`src/rtl/eth_stats_poller_axi_if.sv`:
```
//==============================================================================
// Module      : eth_stats_poller_axi_if
// Description : AXI4-Lite bundle between the statistics poller (master) and
//               the Ethernet statistics collector's S_AXI port (slave).
// Signals     : aw*/w*/b* write channels, ar*/r* read channels; 12-bit
//               addresses, 32-bit data, 2-bit responses.
// Modports    : master - driven by the poller
//               slave  - driven by the collector (or a bench model)
// Revision    : 1.0 - initial release
//==============================================================================
`default_nettype none

interface eth_stats_poller_axi_if;
    logic [11:0] awaddr;
    logic [2:0]  awprot;
    logic        awvalid;
    logic        awready;
    logic [31:0] wdata;
    logic [3:0]  wstrb;
    logic        wvalid;
    logic        wready;
    logic [1:0]  bresp;
    logic        bvalid;
    logic        bready;
    logic [11:0] araddr;
    logic [2:0]  arprot;
    logic        arvalid;
    logic        arready;
    logic [31:0] rdata;
    logic [1:0]  rresp;
    logic        rvalid;
    logic        rready;

    modport master (
        output awaddr, awprot, awvalid, wdata, wstrb, wvalid, bready,
        output araddr, arprot, arvalid, rready,
        input  awready, wready, bresp, bvalid, arready, rdata, rresp, rvalid
    );

    modport slave (
        input  awaddr, awprot, awvalid, wdata, wstrb, wvalid, bready,
        input  araddr, arprot, arvalid, rready,
        output awready, wready, bresp, bvalid, arready, rdata, rresp, rvalid
    );
endinterface

`default_nettype wire

```
`src/rtl/eth_stats_poller_axi.sv`:
```
//==============================================================================
// Module      : eth_stats_poller_axi
// Description : AXI4-Lite master that drains the Ethernet statistics
//               collector's sample FIFO. Every POLL_PERIOD cycles it writes
//               FIFO_POP, then reads the 14 sample words and presents one
//               448-bit sample on a valid/ready output.
// Ports       : clk, rst (synchronous, active-high), enable
//               m_axi        - AXI4-Lite master (eth_stats_poller_axi_if.master)
//               sample_data  - {time, tx_bytes, tx_good, tx_bad,
//                               rx_bytes, rx_good, rx_bad}, time in [447:384]
//               sample_valid / sample_ready - output handshake
//               empty_polls  - POPs answered with a non-OKAY response (sat.)
//               err_count    - non-OKAY read responses (sat.)
// Config      : STATS_POLLER_DRAIN_EN - after a delivered sample, POP again
//               immediately until a POP comes back empty.
// Revision    : 1.0 - initial release
//==============================================================================
`default_nettype none

module eth_stats_poller_axi #(
    parameter logic [11:0] BASE_ADDR   = 12'h000,
    parameter int          POLL_PERIOD = 1000
) (
    input  wire logic                  clk,
    input  wire logic                  rst,
    input  wire logic                  enable,
    eth_stats_poller_axi_if.master     m_axi,
    output      logic [447:0]          sample_data,
    output      logic                  sample_valid,
    input  wire logic                  sample_ready,
    output      logic [15:0]           empty_polls,
    output      logic [15:0]           err_count
);

    localparam int           c_TIMER_W  = (POLL_PERIOD > 1) ? $clog2(POLL_PERIOD) : 1;
    localparam logic [3:0]   c_LAST_K   = 4'd13;
    localparam logic [1:0]   c_OKAY     = 2'b00;

    localparam logic [2:0]   c_S_WAIT   = 3'd0;
    localparam logic [2:0]   c_S_POP    = 3'd1;
    localparam logic [2:0]   c_S_BRESP  = 3'd2;
    localparam logic [2:0]   c_S_RD     = 3'd3;
    localparam logic [2:0]   c_S_RDATA  = 3'd4;
    localparam logic [2:0]   c_S_OUT    = 3'd5;

    logic [2:0]            r_state;
    logic [2:0]            w_state_next;
    logic [c_TIMER_W-1:0]  r_timer;
    logic                  r_aw_done;
    logic                  r_w_done;
    logic [3:0]            r_k;
    logic [447:0]          r_buf;
    logic [447:0]          w_buf_next;
    logic [8:0]            w_base;
    logic                  w_timer_done;
    logic                  w_aw_hs;
    logic                  w_w_hs;

    assign w_timer_done = (r_timer == c_TIMER_W'(POLL_PERIOD - 1));
    assign w_aw_hs      = m_axi.awvalid & m_axi.awready;
    assign w_w_hs       = m_axi.wvalid  & m_axi.wready;

    // Word k carries the low (even k) or high (odd k) half of 64-bit field
    // k/2; field 0 (time) sits at the top of the sample.
    always_comb begin
        w_base     = 9'd384 - {r_k[3:1], 6'd0} + {3'd0, r_k[0], 5'd0};
        w_buf_next = r_buf;
        w_buf_next[w_base +: 32] = m_axi.rdata;
    end

    // State register
    always_ff @(posedge clk) begin
        if (rst) begin
            r_state <= c_S_WAIT;
        end else begin
            r_state <= w_state_next;
        end
    end

    // Next-state logic
    always_comb begin
        w_state_next = r_state;
        unique case (r_state)
            c_S_WAIT: begin
                if (enable && w_timer_done) begin
                    w_state_next = c_S_POP;
                end
            end
            c_S_POP: begin
                // AW and W may be accepted in either order or together
                if ((r_aw_done || w_aw_hs) && (r_w_done || w_w_hs)) begin
                    w_state_next = c_S_BRESP;
                end
            end
            c_S_BRESP: begin
                if (m_axi.bvalid) begin
                    w_state_next = (m_axi.bresp == c_OKAY) ? c_S_RD : c_S_WAIT;
                end
            end
            c_S_RD: begin
                if (m_axi.arready) begin
                    w_state_next = c_S_RDATA;
                end
            end
            c_S_RDATA: begin
                if (m_axi.rvalid) begin
                    if (m_axi.rresp != c_OKAY) begin
                        w_state_next = c_S_WAIT;
                    end else if (r_k == c_LAST_K) begin
                        w_state_next = c_S_OUT;
                    end else begin
                        w_state_next = c_S_RD;
                    end
                end
            end
            c_S_OUT: begin
                if (sample_ready) begin
`ifdef STATS_POLLER_DRAIN_EN
                    w_state_next = enable ? c_S_POP : c_S_WAIT;
`else
                    w_state_next = c_S_WAIT;
`endif
                end
            end
            default: w_state_next = c_S_WAIT;
        endcase
    end

    // Output logic
    always_comb begin
        m_axi.awaddr  = BASE_ADDR + 12'h008;
        m_axi.awprot  = 3'b000;
        m_axi.wdata   = 32'd0;
        m_axi.wstrb   = 4'hF;
        m_axi.araddr  = BASE_ADDR + 12'h010 + {6'd0, r_k, 2'b00};
        m_axi.arprot  = 3'b000;
        m_axi.awvalid = (r_state == c_S_POP) && !r_aw_done;
        m_axi.wvalid  = (r_state == c_S_POP) && !r_w_done;
        m_axi.bready  = (r_state == c_S_BRESP);
        m_axi.arvalid = (r_state == c_S_RD);
        m_axi.rready  = (r_state == c_S_RDATA);
        sample_valid  = (r_state == c_S_OUT);
    end

    // Datapath: timer, channel-accept flags, word index, sample assembly
    always_ff @(posedge clk) begin
        if (rst) begin
            r_timer     <= '0;
            r_aw_done   <= 1'b0;
            r_w_done    <= 1'b0;
            r_k         <= 4'd0;
            r_buf       <= '0;
            sample_data <= '0;
            empty_polls <= 16'd0;
            err_count   <= 16'd0;
        end else begin
            // Timer only runs in WAIT with enable high; anything else parks it at 0
            if (r_state == c_S_WAIT && enable && !w_timer_done) begin
                r_timer <= r_timer + c_TIMER_W'(1);
            end else begin
                r_timer <= '0;
            end

            if (r_state == c_S_POP) begin
                if (w_aw_hs) r_aw_done <= 1'b1;
                if (w_w_hs)  r_w_done  <= 1'b1;
            end else begin
                r_aw_done <= 1'b0;
                r_w_done  <= 1'b0;
            end

            if (r_state == c_S_BRESP && m_axi.bvalid) begin
                r_k <= 4'd0;
                if (m_axi.bresp != c_OKAY && empty_polls != 16'hFFFF) begin
                    empty_polls <= empty_polls + 16'd1;
                end
            end

            if (r_state == c_S_RDATA && m_axi.rvalid) begin
                if (m_axi.rresp != c_OKAY) begin
                    if (err_count != 16'hFFFF) err_count <= err_count + 16'd1;
                end else begin
                    r_buf <= w_buf_next;
                    r_k   <= r_k + 4'd1;
                    // Publish only a complete sample so the output never shows partial data
                    if (r_k == c_LAST_K) sample_data <= w_buf_next;
                end
            end
        end
    end

endmodule

`default_nettype wire

```
`src/flat_wrapper.sv`:
```
// flat-port wrapper written by rule: the top's interface ports become plain ports
module eth_stats_poller_axi_flat 
#(
    parameter logic [11:0] BASE_ADDR   = 12'h000,
    parameter int          POLL_PERIOD = 1000
)
  (clk, rst, enable, sample_data, sample_valid, sample_ready, empty_polls, err_count, m_axi_awaddr, m_axi_awprot, m_axi_awvalid, m_axi_wdata, m_axi_wstrb, m_axi_wvalid, m_axi_bready, m_axi_araddr, m_axi_arprot, m_axi_arvalid, m_axi_rready, m_axi_awready, m_axi_wready, m_axi_bresp, m_axi_bvalid, m_axi_arready, m_axi_rdata, m_axi_rresp, m_axi_rvalid);
  eth_stats_poller_axi_if m_axi_i ();
  input  wire logic clk;
  input  wire logic rst;
  input  wire logic enable;
  output      logic [447:0] sample_data;
  output      logic sample_valid;
  input  wire logic sample_ready;
  output      logic [15:0] empty_polls;
  output      logic [15:0] err_count;
  output wire logic [$bits(m_axi_i.awaddr)-1:0] m_axi_awaddr;
  output wire logic [$bits(m_axi_i.awprot)-1:0] m_axi_awprot;
  output wire logic [$bits(m_axi_i.awvalid)-1:0] m_axi_awvalid;
  output wire logic [$bits(m_axi_i.wdata)-1:0] m_axi_wdata;
  output wire logic [$bits(m_axi_i.wstrb)-1:0] m_axi_wstrb;
  output wire logic [$bits(m_axi_i.wvalid)-1:0] m_axi_wvalid;
  output wire logic [$bits(m_axi_i.bready)-1:0] m_axi_bready;
  output wire logic [$bits(m_axi_i.araddr)-1:0] m_axi_araddr;
  output wire logic [$bits(m_axi_i.arprot)-1:0] m_axi_arprot;
  output wire logic [$bits(m_axi_i.arvalid)-1:0] m_axi_arvalid;
  output wire logic [$bits(m_axi_i.rready)-1:0] m_axi_rready;
  input wire logic [$bits(m_axi_i.awready)-1:0] m_axi_awready;
  input wire logic [$bits(m_axi_i.wready)-1:0] m_axi_wready;
  input wire logic [$bits(m_axi_i.bresp)-1:0] m_axi_bresp;
  input wire logic [$bits(m_axi_i.bvalid)-1:0] m_axi_bvalid;
  input wire logic [$bits(m_axi_i.arready)-1:0] m_axi_arready;
  input wire logic [$bits(m_axi_i.rdata)-1:0] m_axi_rdata;
  input wire logic [$bits(m_axi_i.rresp)-1:0] m_axi_rresp;
  input wire logic [$bits(m_axi_i.rvalid)-1:0] m_axi_rvalid;
  assign m_axi_awaddr = m_axi_i.awaddr;
  assign m_axi_awprot = m_axi_i.awprot;
  assign m_axi_awvalid = m_axi_i.awvalid;
  assign m_axi_wdata = m_axi_i.wdata;
  assign m_axi_wstrb = m_axi_i.wstrb;
  assign m_axi_wvalid = m_axi_i.wvalid;
  assign m_axi_bready = m_axi_i.bready;
  assign m_axi_araddr = m_axi_i.araddr;
  assign m_axi_arprot = m_axi_i.arprot;
  assign m_axi_arvalid = m_axi_i.arvalid;
  assign m_axi_rready = m_axi_i.rready;
  assign m_axi_i.awready = m_axi_awready;
  assign m_axi_i.wready = m_axi_wready;
  assign m_axi_i.bresp = m_axi_bresp;
  assign m_axi_i.bvalid = m_axi_bvalid;
  assign m_axi_i.arready = m_axi_arready;
  assign m_axi_i.rdata = m_axi_rdata;
  assign m_axi_i.rresp = m_axi_rresp;
  assign m_axi_i.rvalid = m_axi_rvalid;
  eth_stats_poller_axi #(.BASE_ADDR(BASE_ADDR), .POLL_PERIOD(POLL_PERIOD)) u_core (.clk(clk), .rst(rst), .enable(enable), .m_axi(m_axi_i), .sample_data(sample_data), .sample_valid(sample_valid), .sample_ready(sample_ready), .empty_polls(empty_polls), .err_count(err_count));
endmodule
```
`config.mk`:
```
export PLATFORM = sky130hd
export DESIGN_NAME = eth_stats_poller_axi_flat
export DESIGN_NICKNAME = d
export VERILOG_FILES = /design/src/rtl/eth_stats_poller_axi_if.sv /design/src/rtl/eth_stats_poller_axi.sv /design/src/flat_wrapper.sv
export SDC_FILE = /design/constraint.sdc
export NUM_CORES = 2
export LEC_CHECK = 0
export ABC_AREA = 1
export CORE_MARGIN = 1.5
export CORE_UTILIZATION = 46
export DETAILED_ROUTE_END_ITERATION = 16
export PLACE_DENSITY = 0.79
export REMOVE_ABC_BUFFERS = 1
export SYNTH_ARGS = -nofsm -noshare
export SYNTH_HDL_FRONTEND = slang
export SYNTH_SLANG_ARGS = --single-unit
```
`constraint.sdc`:
```
create_clock -name clk -period 4.65 [get_ports clk]
set_input_delay 0.465 -clock clk [delete_from_list [all_inputs] [get_ports clk]]
set_output_delay 0.465 -clock clk [all_outputs]
set_load 0.01 [all_outputs]
```
==> metrics.csv <==
stage,metric,value,unit
synth,synth_top_family_by_area,simple AND/OR/NAND/NOR gates,
place,portBuffers,535,
worst_setup_path,critical_path.cell_chain,inv_4 > ha_4 > inv_1 > nand3_2 > nand2_2 > nand3_1 > nand2_1 > nand2_4 > nor2_4 > nand2_2 > nand2_1 > nand3_1 > nand2_1 > inv_1,
clock_tree,clk_latency,0.69,ns
clock_tree,cts_sinks,947,
sta,slew_headroom,0.208,
sta,layout_min_cycle_time,3.81,ns
worst_setup_path,cp_common_cell,nand2_1,
sta,fin_ws,0.842,ns
status,status,"finished, final reports clean",
synth,yosysWarnings,0,
worst_setup_path,r2r_end,u_core.sample_data[285],
pwr,p_int,13.6,mW
sta,finalHoldViolCount,0,
min_path,min_path_cells,2,
cells_and_area,fin_cells,8183,
die,die_w,309,um
synth,yosysTopAreaCell,dfxtp_1,
clock_tree,clk_path_buf_depth,3,
worst_setup_path,startpoint_type,register,
die,top_level_ports,597,
global_route,antenna_found_initial,2,
pwr,ir_drop,0.323,mV
worst_setup_path,critPathMaxFanout,39,
die,die_h,309,um
worst_setup_path,reg2reg_from,u_core.r_k[0],
global_route,grt_pass1_vias,38800,
synth,syn-mean-instance-area,6.55,sq um
worst_setup_path,cp.buffers_inverters,3,
cells_and_area,final_common_cell,nand2_1,
run,drv_cap,0,
pwr,p_leak,22.8,nW
synth,synth_compound_area_frac,0.104,
sta,worst_pin_slew,1.18,ns
die,rows,112,
place,dp_slack,0.900,ns
sta,slew_viol_final,0,
clock_tree,cts_root_buffer,clkbuf_16,
route,drt_iter0_drc,4579,
pwr,switching_share,0.257,
synth,syn_area,43100,sq um
place,place_inst,7991,
worst_setup_path,cp.arrival,4.38,ns
global_route,overflow,0,
die,core-area,93000,sq um
sta,finClkSkew,0.0235,ns
worst_setup_path,critPathCaptureType,register,
clock_tree,cts_tree,built,
place,gp_congestion,0.862,
sta,period_share,0.819,
clock_tree,cts_resized,0,
route,vias,43100,
sta,setup_viol,0,
pwr,power_frac_seq,0.457,
worst_setup_path,critical-path-max-stage-delay,0.65,ns
synth,synth-simple-area-share,0.325,
worst_setup_path,r2r_slack,0.84,ns
worst_setup_path,crit_required,5.22,ns
worst_setup_path,crit_family,simple AND/OR/NAND/NOR gates,
synth,synthAdderAreaFrac,0.00261,
synth,syn_inst,6574,
cells_and_area,nets,6895,
cells_and_area,fillers,8665,
route,drc,0,
sta,rsz0062_at_grt,false,
synth,synthXorXnorAreaFrac,0.00305,
cells_and_area,final_util,0.561,
route,first_pass_iters,6,
die,start_util,0.463,
route,viasPerCell,5.27,
synth,ys_ff_latch,947,
cells_and_area,final_layout_size_suffix_gt1_frac,0.0406,
global_route,grt_max_degree,193,
min_path,worstHoldEndpoint,u_core.r_buf[443],
sta,max_freq,263,MHz
synth,netlist.area_leader.share,0.440,
global_route,grt_pass1_wl,217000,um
worst_setup_path,worst_path_max_delay_cell,nand2_2,
global_route,grt_use_total,0.289,
cells_and_area,final_area,52200,sq um
synth,synth.distinct_cells,38,
clock_tree,postCtsHoldBufs,0,
synth,ys_seq_area_frac,0.440,
worst_setup_path,crit_type,reg -> reg,
synth,muxShareOfSynthArea,0,
worst_setup_path,r2r_cells,14,
die,die_area,95500,sq um
pwr,p_clk_frac,0.460,
cells_and_area,area.growth.synth_to_final,21.1,%
clock_tree,cts_buffers,102,
synth,synthTopCellsByArea,"dfxtp_1 (44%), nand2_1 (12%), nor2_1 (10%), nand3_1 (6.9%), inv_1 (6.9%)",
pwr,netSwitchingPower,4.72,mW
pwr,total_power,18.3,mW
place,hpwl,91600,um
clock_tree,cts_post_setup_buffers_inserted,0,
route,wl_per_cell,17.5,um
route,drt-total-wl,143000,um
clock_tree,clkSlewWorstSetupHoldPaths,0.06,ns
min_path,min_path_type,in -> reg,
pwr,combPwrFrac,0.083,
clock_tree,htreeDepth,3,
place,post_dp_cell_area,48700,sq um
min_path,holdCritStartpoint,rst,
pwr,powerDensity,352,nW/um^2
cells_and_area,final_cell_mix,"nand2_1 (1401), nor2_1 (1181), dfxtp_1 (947)",
route,ant_nets,0,
[worst max path at each step]
stage	slack, ns	startpoint	cells past startpoint	to
after detailed placement	0.90	u_core.r_k[0]	14	u_core.r_buf[282]
final	0.84	u_core.r_k[0]	14	u_core.sample_data[285]
after floorplan	-17.04	u_core.r_k[1]	9	u_core.sample_data[0]
after global placement	1.07	u_core.r_k[0]	14	u_core.r_buf[258]
after CTS	0.87	u_core.r_k[1]	14	u_core.sample_data[285]
after global routing	0.64	u_core.r_k[0]	14	u_core.r_buf[269]
[cell families (layout without fill, tap and decap cells)]
family / Yosys count / after routing
simple gates: 3403 / 3403
buf+inv: 1303 / 1597
flops: 947 / 947
compound gates: 895 / 895
xor+xnor: 15 / 15
fa+ha+maj: 9 / 9
other cells: 2 / 63
[per-stage QoR]
| step | setup TNS (ns) | hold slack (ns) |
|---|---|---|
| CTS | 0 | 0.235 |
| detailed placement | 0 | 0.455 |
| global placement | 0 | 0.431 |
| floorplan | -8469.65 | 0.418 |
| finish | 0 | 0.232 |
| global route | 0 | 0.276 |
[power groups by stage]
| stage | Combinational (mW) | Sequential (mW) | Clock, mW |
|---|---|---|---|
| global route | 1.67 | 8.40 | 8.87 |
| global placement | 1.47 | 8.55 | 0 |
| CTS | 1.51 | 8.38 | 8.54 |
| finish | 1.53 | 8.38 | 8.43 |
| floorplan | 0.873 | 8.54 | 0 |
| detailed placement | 1.50 | 8.56 | 0 |
[synthesized netlist by cell type]
library cell and count:
a211oi_1 2, a21oi_1 389, a31oi_1 1, and2_1 2, and3_1 4, buf_1 43, buf_2 142, buf_4 75
clkbuf_1 240, clkbuf_2 1, clkinv_1 4, conb_1 2, dfxtp_1 947, ha_1 9, inv_1 790, inv_2 7
inv_4 1, nand2_1 1408, nand2_2 4, nand3_1 595, nand3_2 1, nand3b_1 13, nand4_1 85, nor2_1 1182
nor2_2 9, nor2_4 1, nor3_1 89, nor3_4 2, nor3b_1 3, nor4_1 4, o211ai_1 2, o21ai_0 455
o21ai_1 42, o21bai_1 3, o22ai_1 1, or2_2 1, xnor2_1 4, xor2_1 11
[registers in the layout, indices dropped and copies added, names as in the netlist]
name / count
u_core.err_count: 16
u_core.r_state: 3
u_core.empty_polls: 16
u_core.r_buf: 448
u_core.sample_data: 448
u_core.r_timer: 10
u_core.r_w_done: 1
u_core.r_k: 4
u_core.r_aw_done: 1
[layer usage]
layer / GRT usage / part of all wire
met1: 0.366 / 0.40
met3: 0.0639 / 0.086
met5: 0 / 0
met2: 0.453 / 0.45
met4: 0.172 / 0.059
[layout make-up]
class	instances	area (sq um)	area share
timing repair buffer	605	6060	0.116
inverter	802	3030	0.0581
sequential	947	19000	0.363
clock inverter	42	488	0.00935
multi-input combinational	4383	19100	0.365
clock buffer	148	3010	0.0577
tap	1254	1570	0.0301
antenna	2	5.00	0.0000959
No activity file was read; power rests on OpenSTA's default activity.
